File: config.mk
export PLATFORM = sky130hd
export DESIGN_NAME = uart_play_ctrl_flat
export DESIGN_NICKNAME = d
export VERILOG_FILES = /design/src/rtl/uart_play_ctrl_if.sv /design/src/rtl/uart_play_ctrl.sv /design/src/flat_wrapper.sv
export SDC_FILE = /design/constraint.sdc
export NUM_CORES = 1
export LEC_CHECK = 0
export CORE_MARGIN = 4
export CORE_UTILIZATION = 53
export DETAILED_ROUTE_END_ITERATION = 12
export PLACE_DENSITY = 0.95
export SYNTH_ARGS = -nofsm -noshare
export SYNTH_HDL_FRONTEND = slang
export SYNTH_SLANG_ARGS = --single-unit
File: constraint.sdc
create_clock -name clk -period 4.9 [get_ports clk]
set_input_delay 0.98 -clock clk [delete_from_list [all_inputs] [get_ports clk]]
set_output_delay 0.98 -clock clk [all_outputs]
set_load 0.02 [all_outputs]
File: src/rtl/uart_play_ctrl_if.sv
// Byte-stream bus for the capture/playback controller: receive strobe,
// transmit handshake and the external buffer's write/read ports.
interface uart_play_ctrl_if #(
  parameter int AW = 10,
  parameter int DW = 8
);
  logic          rx_vld;
  logic [DW-1:0] rx_data;
  logic          txrdy;
  logic          tx_vld;
  logic [DW-1:0] tx_data;
  logic          mem_we;
  logic [AW-1:0] mem_waddr;
  logic [DW-1:0] mem_wdata;
  logic          mem_re;
  logic [AW-1:0] mem_raddr;
  logic [DW-1:0] mem_rdata;

  modport master (
    input  rx_vld, rx_data, txrdy, mem_rdata,
    output tx_vld, tx_data, mem_we, mem_waddr, mem_wdata, mem_re, mem_raddr
  );

  modport slave (
    output rx_vld, rx_data, txrdy, mem_rdata,
    input  tx_vld, tx_data, mem_we, mem_waddr, mem_wdata, mem_re, mem_raddr
  );
endinterface

File: src/rtl/uart_play_ctrl.sv
// Captures received bytes into an external buffer and, on a start-button edge,
// replays the snapshot of stored bytes to the transmitter one at a time.
module uart_play_ctrl #(
  parameter int AW = 10,
  parameter int DW = 8
) (
  input  logic            clk,
  input  logic            rst,
  input  logic            start,
  input  logic            clr,
  uart_play_ctrl_if.master bus,
  output logic            busy,
  output logic            done,
  output logic [AW:0]     count,
  output logic            ovf
);

  typedef enum logic [2:0] {
    IDLE, FETCH, LOAD, SEND, WAIT_ACK, WAIT_DONE
  } state_t;

  localparam logic [AW:0] ONE = (AW+1)'(1);

  state_t        state;
  logic [2:0]    st_pipe;   // [1:0] synchroniser, [2] edge-detect delay
  logic          st_rise;
  logic          full;
  logic          wr_ok;
  logic [AW:0]   rd_ptr;
  logic [AW:0]   len;
  logic [DW-1:0] tx_data_q;
  logic          tx_vld_q;
  logic          mem_re_q;

  assign st_rise = st_pipe[1] & ~st_pipe[2];
  assign full    = count[AW];
  assign wr_ok   = bus.rx_vld & ~clr & ~full;

  // Write port is combinational on rx_vld; gate with reset so it is quiet
  // while the block is held in reset.
  assign bus.mem_we    = rst & wr_ok;
  assign bus.mem_waddr = count[AW-1:0];
  assign bus.mem_wdata = bus.rx_data;
  assign bus.mem_re    = mem_re_q;
  assign bus.mem_raddr = rd_ptr[AW-1:0];
  assign bus.tx_vld    = tx_vld_q;
  assign bus.tx_data   = tx_data_q;

  always_ff @(posedge clk or negedge rst) begin
    if (!rst) st_pipe <= '0;
    else      st_pipe <= {st_pipe[1:0], start};
  end

  // Capture runs in every FSM state; clr wins over a coincident byte.
  always_ff @(posedge clk or negedge rst) begin
    if (!rst) begin
      count <= '0;
      ovf   <= 1'b0;
    end else if (clr) begin
      count <= '0;
      ovf   <= 1'b0;
    end else if (bus.rx_vld) begin
      if (full) ovf   <= 1'b1;
      else      count <= count + ONE;
    end
  end

  always_ff @(posedge clk or negedge rst) begin
    if (!rst) begin
      state     <= IDLE;
      rd_ptr    <= '0;
      len       <= '0;
      tx_data_q <= '0;
      tx_vld_q  <= 1'b0;
      mem_re_q  <= 1'b0;
      busy      <= 1'b0;
      done      <= 1'b0;
    end else begin
      done <= 1'b0;
      if (clr) begin
        state    <= IDLE;
        rd_ptr   <= '0;
        tx_vld_q <= 1'b0;
        mem_re_q <= 1'b0;
        busy     <= 1'b0;
      end else begin
        case (state)
          IDLE: begin
            if (st_rise && bus.txrdy && count != '0) begin
              state    <= FETCH;
              rd_ptr   <= '0;
              len      <= count;
              mem_re_q <= 1'b1;
              busy     <= 1'b1;
            end
          end
          FETCH: begin
            state    <= LOAD;
            mem_re_q <= 1'b0;
          end
          LOAD: begin
            state     <= SEND;
            tx_data_q <= bus.mem_rdata;
            tx_vld_q  <= 1'b1;
          end
          SEND: begin
            state    <= WAIT_ACK;
            tx_vld_q <= 1'b0;
          end
          WAIT_ACK: begin
            if (!bus.txrdy) state <= WAIT_DONE;
          end
          WAIT_DONE: begin
            if (bus.txrdy) begin
              // AW+1-bit compare so a full buffer (len = 2^AW) plays every byte
              if (rd_ptr + ONE == len) begin
                state <= IDLE;
                busy  <= 1'b0;
                done  <= 1'b1;
              end else begin
                state    <= FETCH;
                rd_ptr   <= rd_ptr + ONE;
                mem_re_q <= 1'b1;
              end
            end
          end
          default: begin
            state    <= IDLE;
            tx_vld_q <= 1'b0;
            mem_re_q <= 1'b0;
            busy     <= 1'b0;
          end
        endcase
      end
    end
  end

endmodule
File: src/flat_wrapper.sv
// flat-port wrapper written by rule: the top's interface ports become plain ports
module uart_play_ctrl_flat 
#(
  parameter int AW = 10,
  parameter int DW = 8
)
  (clk, rst, start, clr, busy, done, count, ovf, bus_rx_vld, bus_rx_data, bus_txrdy, bus_mem_rdata, bus_tx_vld, bus_tx_data, bus_mem_we, bus_mem_waddr, bus_mem_wdata, bus_mem_re, bus_mem_raddr);
  uart_play_ctrl_if #(.AW(AW), .DW(DW)) bus_i ();
  input  logic clk;
  input  logic rst;
  input  logic start;
  input  logic clr;
  output logic busy;
  output logic done;
  output logic [AW:0] count;
  output logic ovf;
  input wire logic [$bits(bus_i.rx_vld)-1:0] bus_rx_vld;
  input wire logic [$bits(bus_i.rx_data)-1:0] bus_rx_data;
  input wire logic [$bits(bus_i.txrdy)-1:0] bus_txrdy;
  input wire logic [$bits(bus_i.mem_rdata)-1:0] bus_mem_rdata;
  output wire logic [$bits(bus_i.tx_vld)-1:0] bus_tx_vld;
  output wire logic [$bits(bus_i.tx_data)-1:0] bus_tx_data;
  output wire logic [$bits(bus_i.mem_we)-1:0] bus_mem_we;
  output wire logic [$bits(bus_i.mem_waddr)-1:0] bus_mem_waddr;
  output wire logic [$bits(bus_i.mem_wdata)-1:0] bus_mem_wdata;
  output wire logic [$bits(bus_i.mem_re)-1:0] bus_mem_re;
  output wire logic [$bits(bus_i.mem_raddr)-1:0] bus_mem_raddr;
  assign bus_i.rx_vld = bus_rx_vld;
  assign bus_i.rx_data = bus_rx_data;
  assign bus_i.txrdy = bus_txrdy;
  assign bus_i.mem_rdata = bus_mem_rdata;
  assign bus_tx_vld = bus_i.tx_vld;
  assign bus_tx_data = bus_i.tx_data;
  assign bus_mem_we = bus_i.mem_we;
  assign bus_mem_waddr = bus_i.mem_waddr;
  assign bus_mem_wdata = bus_i.mem_wdata;
  assign bus_mem_re = bus_i.mem_re;
  assign bus_mem_raddr = bus_i.mem_raddr;
  uart_play_ctrl #(.AW(AW), .DW(DW)) u_core (.clk(clk), .rst(rst), .start(start), .clr(clr), .bus(bus_i), .busy(busy), .done(done), .count(count), .ovf(ovf));
endmodule
Word-level counts from Yosys, hierarchy flattened
Cells that the tools add are included.
{"block": "op_classes", "muxes": 32, "add_sub_neg": 2, "n_bitwise": 7, "reduce_logical": 18, "eq_ne": 15}
{"operator": "11-bit two-way mux", "count": 7}
{"operator": "11-bit by 1-bit adder with 11-bit output, second input constant", "count": 2}
{"operator": "11-bit one-hot mux with 2 select lines", "count": 1}
{"operator": "3-bit one-hot mux with 6 select lines", "count": 1}
{"operator": "1-bit two-way mux", "count": 16}
{"operator": "3-bit two-way mux", "count": 4}
{"operator": "4-bit AND reduction", "count": 3}
{"operator": "11-bit equality test", "count": 1}
{"operator": "11-bit nonzero test", "count": 1}
{"operator": "3-bit != test, second input constant", "count": 3}
{"operator": "4-bit OR reduction", "count": 2}
{"operator": "3-bit by 2-bit equality test with 1-bit output, second input constant", "count": 2}
{"operator": "3-bit equality test, second input constant", "count": 2}
{"operator": "2-bit by 1-bit != test with 1-bit output, second input constant", "count": 3}
{"operator": "3-bit by 2-bit != test with 1-bit output, second input constant", "count": 2}
{"operator": "1-bit one-hot mux with 3 select lines", "count": 2}
{"operator": "2-bit AND reduction", "count": 3}
{"operator": "3-bit AND reduction", "count": 2}
{"operator": "1-bit AND", "count": 4}
{"operator": "2-bit nonzero test", "count": 2}
{"operator": "3-bit by 1-bit equality test with 1-bit output, second input constant", "count": 1}
{"operator": "3-bit zero test", "count": 1}
{"operator": "1-bit inverter", "count": 3}
{"operator": "3-bit nonzero test", "count": 1}
{"operator": "other kinds (4)", "count": 5}
{"block": "totals", "input_bits": 22, "reg_bits": 52, "wordCells": 86}

Longest topological paths before layout
{"block": "depth", "ltp_word": 7, "mapped_depth": 10}

Worst setup path after synthesis
Ideal clock, no wire load.
{"block": "synth_timing", "path_type": "input to output", "start": "in bus_rx_vld", "end": "out bus_mem_we", "stages": 3, "slack_ps": 2331, "t_arrival_ps": 1589, "n_path_buf": 1, "path_cell_list": "nor2b_1 > clkbuf_1 > and3b_1"}
{"block": "synth_via", "elab_chain_cells": 3}
{"element": "start, declared", "line": "flat_wrapper.sv:17", "source": "input wire logic [$bits(bus_i.rx_vld)-1:0] bus_rx_vld;"}
{"element": "1-bit AND (2 in a row)", "line": "uart_play_ctrl.sv:37", "source": "assign wr_ok = bus.rx_vld & ~clr & ~full;"}
{"element": "1-bit AND", "line": "uart_play_ctrl.sv:41", "source": "assign bus.mem_we = rst & wr_ok;"}
{"element": "end, declared", "line": "flat_wrapper.sv:23", "source": "output wire logic [$bits(bus_i.mem_we)-1:0] bus_mem_we;"}
Every way passes these cells.

Worst setup path after layout
Ends and elaborated chain as after synthesis.

==> report_table.html <==
<table>
<tr><th>Metric</th><th>Value</th></tr>
<tr><th colspan="2">Status</th></tr>
<tr><td>Status</td><td>finished, final reports clean</td></tr>
<tr><th colspan="2">Synth</th></tr>
<tr><td>Synthesized netlist cell count</td><td>~310</td></tr>
<tr><td>Flop and latch count out of synthesis</td><td>52</td></tr>
<tr><td>Syn Std Cell Area</td><td>3030 sq um</td></tr>
<tr><td>Post-synth top flop</td><td>sky130_fd_sc_hd__dfrtp_1</td></tr>
<tr><td>Post-synth cell types</td><td>54</td></tr>
<tr><td>Number of enable flip-flop cells after synthesis</td><td>0</td></tr>
<tr><td>Count of synthesis-stage warnings from yosys</td><td>0</td></tr>
<tr><td>Sequential cell area fraction in the yosys report</td><td>~43%</td></tr>
<tr><td>Fraction of registers with async set or reset after synthesis</td><td>100%</td></tr>
<tr><td>Average cell area after synthesis</td><td>9.74 sq um</td></tr>
<tr><td>Synthesized net count</td><td>336</td></tr>
<tr><th colspan="2">Power</th></tr>
<tr><td>P_sw</td><td>347 uW</td></tr>
<tr><td>Clock network power share</td><td>27.7%</td></tr>
<tr><td>Seq pwr share</td><td>46.5%</td></tr>
<tr><td>Maximum vdd drop</td><td>327 uV</td></tr>
<tr><td>Leak Pwr</td><td>1.48 nW</td></tr>
<tr><td>Cell internal pwr</td><td>775 uW</td></tr>
<tr><td>Total Power Consumption</td><td>1.12 mW</td></tr>
<tr><td>Combinational fraction of design power</td><td>about a quarter</td></tr>
<tr><td>Net switching fraction of the power</td><td>between 30% and 40%</td></tr>
<tr><td>Cell area power density</td><td>320 nW/um^2</td></tr>
<tr><th colspan="2">Route</th></tr>
<tr><td>Router iterations before antenna repair</td><td>4</td></tr>
<tr><td>Number of vias per cell</td><td>around 6</td></tr>
<tr><td>Wire length after detailed routing</td><td>6620 um</td></tr>
<tr><td>Average wire per cell in the routed design</td><td>16.4 um</td></tr>
<tr><td>Antenna-violating nets left</td><td>0</td></tr>
<tr><td>Number of vias after detailed routing</td><td>2371</td></tr>
<tr><td>Post-detailed-route DRC marker count</td><td>0</td></tr>
<tr><td>Detailed router's first-iteration violation count</td><td>141</td></tr>
<tr><th colspan="2">STA</th></tr>
<tr><td>Setup violators final</td><td>0</td></tr>
<tr><td>Max-Slew Margin vs Limit</td><td>between 30% and 40%</td></tr>
<tr><td>Minimum period implied by the final worst setup slack</td><td>3.67 ns</td></tr>
<tr><td>Max-slew violation count</td><td>0</td></tr>
<tr><td>Transition time at the pin with the least slew margin</td><td>~1 ns</td></tr>
<tr><td>Final number of hold-violating endpoints</td><td>0</td></tr>
<tr><td>Fmax</td><td>~270 MHz</td></tr>
<tr><td>RSZ-0062 raised after global routing</td><td>no</td></tr>
<tr><td>Final Skew</td><td>0.00776 ns</td></tr>
<tr><td>Fraction of the cycle the final worst path needs</td><td>74.9%</td></tr>
<tr><td>Total Neg Setup Slack</td><td>0 ns</td></tr>
<tr><th colspan="2">Global route</th></tr>
<tr><td>Via count of the first global-routing pass</td><td>2455</td></tr>
<tr><td>GRT Residual Overflow</td><td>0</td></tr>
<tr><td>Initial antenna violation count</td><td>0</td></tr>
<tr><td>Aggregate global-route resource usage</td><td>19.2%</td></tr>
<tr><td>Largest net degree at the start of global routing</td><td>53</td></tr>
<tr><td>Wire length of the first global-routing pass</td><td>11100 um</td></tr>
<tr><th colspan="2">Worst setup path</th></tr>
<tr><td>Length in cells of the worst reg-to-reg path</td><td>8</td></tr>
<tr><td>Worst-path maximum fanout</td><td>7</td></tr>
<tr><td>Category of the most critical setup path</td><td>input pin to output port</td></tr>
<tr><td>Crit-path leading delay family</td><td>buffers and inverters</td></tr>
<tr><td>Worst Path Required</td><td>3.92 ns</td></tr>
<tr><td>CP max-delay cell</td><td>sky130_fd_sc_hd__clkdlybuf4s50_1</td></tr>
<tr><td>CP most frequent cell</td><td>sky130_fd_sc_hd__clkdlybuf4s50_1</td></tr>
<tr><td>Kind of start point of the critical path</td><td>input pin</td></tr>
<tr><td>Logic depth of the worst setup path including buffers</td><td>4</td></tr>
<tr><td>Critical Path Sink</td><td>bus_mem_we</td></tr>
<tr><td>Reg2reg setup slack</td><td>2.41 ns</td></tr>
<tr><td>Type of destination of the critical path</td><td>output port</td></tr>
<tr><td>Buf/Inv on CP</td><td>2</td></tr>
<tr><td>End of the worst register-to-register path</td><td>u_core.rd_ptr[0]</td></tr>
<tr><td>Timing startpoint of the critical path</td><td>bus_rx_vld</td></tr>
<tr><td>Delay of the slowest critical-path stage</td><td>0.61 ns</td></tr>
<tr><td>Reg-to-Reg Start</td><td>u_core.rd_ptr[0]</td></tr>
<tr><td>Critical path, cell by cell</td><td>clkdlybuf4s50_1 &gt; nor2b_1 &gt; and3b_1 &gt; clkdlybuf4s50_1</td></tr>
<tr><td>Critical path arrival</td><td>between 2 and 3 ns</td></tr>
<tr><th colspan="2">Floorplan</th></tr>
<tr><td>Die area</td><td>6990 sq um</td></tr>
<tr><td>I/O pin count</td><td>75</td></tr>
<tr><td>Effective utilization at floorplan</td><td>54.7%</td></tr>
<tr><td>Area inside the core boundary</td><td>between 5000 and 6000 sq um</td></tr>
<tr><td>Number of placement rows</td><td>27</td></tr>
<tr><td>Horizontal die dimension</td><td>83.6 um</td></tr>
<tr><td>Die Y</td><td>83.6 um</td></tr>
<tr><th colspan="2">Clocking</th></tr>
<tr><td>Clock tree from TritonCTS</td><td>done</td></tr>
<tr><td>Clock root buffer</td><td>sky130_fd_sc_hd__clkbuf_8</td></tr>
<tr><td># H-tree levels</td><td>2</td></tr>
<tr><td>Post-CTS setup buffer count</td><td>0</td></tr>
<tr><td>CTS hold repair buffers</td><td>0</td></tr>
<tr><td>Latest clock arrival within the worst-skew pair</td><td>0.31 ns</td></tr>
<tr><td>Post-cts resize count</td><td>0</td></tr>
<tr><td>Clock sinks</td><td>52</td></tr>
<tr><td>Worst-case clock buffer depth</td><td>2</td></tr>
<tr><td>Number of clock buffers inserted by TritonCTS</td><td>5</td></tr>
<tr><td>Clock edge transition at the registers on the reported setup and hold paths</td><td>0.10 ns</td></tr>
<tr><th colspan="2">Layout</th></tr>
<tr><td>Count of filler cells inserted in the layout</td><td>421</td></tr>
<tr><td>Proportion of layout cells with a drive suffix above 1</td><td>9.64%</td></tr>
<tr><td>Number of antenna repair diodes</td><td>0</td></tr>
<tr><td>Net count, final</td><td>356</td></tr>
<tr><td>Area growth from synthesis to layout</td><td>15.7%</td></tr>
<tr><th colspan="2">Place</th></tr>
<tr><td>Port Buffer Count</td><td>58</td></tr>
<tr><td>GPL Wtd Cong</td><td>0.823</td></tr>
<tr><td>Hpwl dp</td><td>4850 um</td></tr>
<tr><th colspan="2">Worst hold path</th></tr>
<tr><td>Hold Crit Class</td><td>flop to flop</td></tr>
<tr><th colspan="2">Flow run</th></tr>
<tr><td>Max-capacitance violation count</td><td>0</td></tr>
</table>
## sequential cells by signal, indices dropped and copies added (netlist names)
signal / count
u_core.st_pipe: 3
u_core.busy: 1
u_core.count: 11
u_core.bus.tx_data: 8
u_core.ovf: 1
u_core.bus.tx_vld: 1
u_core.len: 11
u_core.done: 1
u_core.rd_ptr: 11
u_core.bus.mem_re: 1
u_core.state: 3
## through the flow
step	hold WS (ns)	setup WS (ns)	utilization, %	std cells	area (sq um)
after detailed placement	0.353	1.24	61.1	396	3390
after CTS	0.386	1.23	63.3	404	3510
after floorplan	0.331	2.33	-	311	3030
after global placement	0.331	1.28	61.1	396	3390
after global routing	0.394	1.14	63.3	404	3510
final	0.383	1.23	63.3	404	3510
## layout by cell type (no fill, tap or decap), types with 2 or more instances in the layout
cell type,synthesis,routed
sky130_fd_sc_hd__nand3_1,16,16
sky130_fd_sc_hd__xor2_1,8,8
sky130_fd_sc_hd__dfrtp_1,52,52
sky130_fd_sc_hd__nor3_1,5,5
sky130_fd_sc_hd__nand2_1,28,28
sky130_fd_sc_hd__clkdlybuf4s50_1,0,57
sky130_fd_sc_hd__mux2_2,14,14
sky130_fd_sc_hd__ha_1,3,3
sky130_fd_sc_hd__o21a_1,2,2
sky130_fd_sc_hd__and2_1,2,2
sky130_fd_sc_hd__buf_4,29,2
sky130_fd_sc_hd__o21ai_0,7,7
sky130_fd_sc_hd__mux2i_1,2,2
sky130_fd_sc_hd__nor4_1,4,4
sky130_fd_sc_hd__o21ai_1,3,3
sky130_fd_sc_hd__a21o_1,2,2
sky130_fd_sc_hd__inv_1,8,8
sky130_fd_sc_hd__a22o_1,2,2
sky130_fd_sc_hd__nor2_1,24,24
sky130_fd_sc_hd__nand4_1,6,6
sky130_fd_sc_hd__or4_1,9,9
sky130_fd_sc_hd__or3_1,3,3
sky130_fd_sc_hd__mux2_1,4,4
sky130_fd_sc_hd__o211ai_1,10,10
sky130_fd_sc_hd__clkbuf_8,0,5
sky130_fd_sc_hd__nand4b_1,3,3
sky130_fd_sc_hd__a21oi_1,9,9
sky130_fd_sc_hd__xnor2_1,10,10
sky130_fd_sc_hd__and3_1,5,5
## worst register-to-register path, cell delays in order (launching register included)
cell and delay (ns):
sky130_fd_sc_hd__dfrtp_1 0.48, sky130_fd_sc_hd__ha_1 0.31, sky130_fd_sc_hd__nand4_4 0.12, sky130_fd_sc_hd__or3_4 0.43, sky130_fd_sc_hd__xnor2_2 0.15, sky130_fd_sc_hd__nor4_1 0.19
sky130_fd_sc_hd__and3_4 0.36, sky130_fd_sc_hd__nor2_1 0.09, sky130_fd_sc_hd__mux2_2 0.27
## logic make-up (layout without fill, tap and decap cells)
logic type	after synthesis	in the layout	synth area share, %
muxes	20	20	7.35
and+or+nand+nor	117	117	21.0
adders and majority gates	3	3	1.24
xor gates and xnor gates	19	19	5.74
AOI/OAI and AO/OA	45	45	10.1
buffers and inverters	55	76	11.6
DFF	52	52	43.0
## synthesized netlist by cell type, types with 5 or more instances
master,number,area [sq um]
sky130_fd_sc_hd__nand2_1,28,105
sky130_fd_sc_hd__buf_4,29,218
sky130_fd_sc_hd__inv_1,8,30.0
sky130_fd_sc_hd__nor3_1,5,25.0
sky130_fd_sc_hd__o21ai_0,7,35.0
sky130_fd_sc_hd__clkbuf_1,6,22.5
sky130_fd_sc_hd__or4_1,9,67.6
sky130_fd_sc_hd__o211ai_1,10,75.1
sky130_fd_sc_hd__a21oi_1,9,45.0
sky130_fd_sc_hd__dfrtp_1,52,1300
sky130_fd_sc_hd__and3_1,5,31.3
sky130_fd_sc_hd__nand4_1,6,37.5
sky130_fd_sc_hd__nand3_1,16,80.1
sky130_fd_sc_hd__nor2_1,24,90.1
sky130_fd_sc_hd__mux2_2,14,158
sky130_fd_sc_hd__xnor2_1,10,87.6
sky130_fd_sc_hd__xor2_1,8,70.1
sky130_fd_sc_hd__buf_2,6,30.0
## worst min path at each step
| stage | to | slack [ns] | from | cells after the start |
|---|---|---|---|---|
| 3_5_place_dp | u_core.st_pipe[1] | 0.35 | u_core.st_pipe[0] | 0 |
| 6_report | u_core.st_pipe[1] | 0.38 | u_core.st_pipe[0] | 0 |
| 4_1_cts | u_core.st_pipe[1] | 0.39 | u_core.st_pipe[0] | 0 |
| 2_1_floorplan | u_core.st_pipe[1] | 0.33 | u_core.st_pipe[0] | 0 |
| 3_3_place_gp | u_core.st_pipe[1] | 0.33 | u_core.st_pipe[0] | 0 |
| 5_1_grt | u_core.st_pipe[1] | 0.39 | u_core.st_pipe[0] | 0 |
## metal layers
layer  global-route usage, %  vias up  share of wire [%]  wire length (um)
met4                    8.04        0                2.5               166
met3                    4.64       19                6.3               416
li1                        -     1119                  -                 -
met2                    32.2       99                 50              3340
met1                    23.7     1134                 41              2690
met5                       0        -                  0                 0
## power groups by stage
stage / sequential [mW] / clock (mW) / combinational, mW
4_1_cts: 0.522 / 0.315 / 0.292
2_1_floorplan: 0.557 / 0 / 0.152
5_1_grt: 0.531 / 0.335 / 0.316
3_5_place_dp: 0.530 / 0 / 0.291
6_report: 0.523 / 0.311 / 0.290
3_3_place_gp: 0.525 / 0 / 0.279
## area by class of cell
type                            instances  area [sq um]  area share (%)
Sequential cell                        52          1300            37.1
Timing Repair Buffer                   60           591            16.8
Clock buffer                            5          68.8            1.96
Multi-Input combinational cell        204          1380            39.2
Clock inverter                          3          50.0            1.43
Inverter                                8          30.0           0.857
Tap cell                               72          90.1            2.57
(Power assumes the default switching activity.)
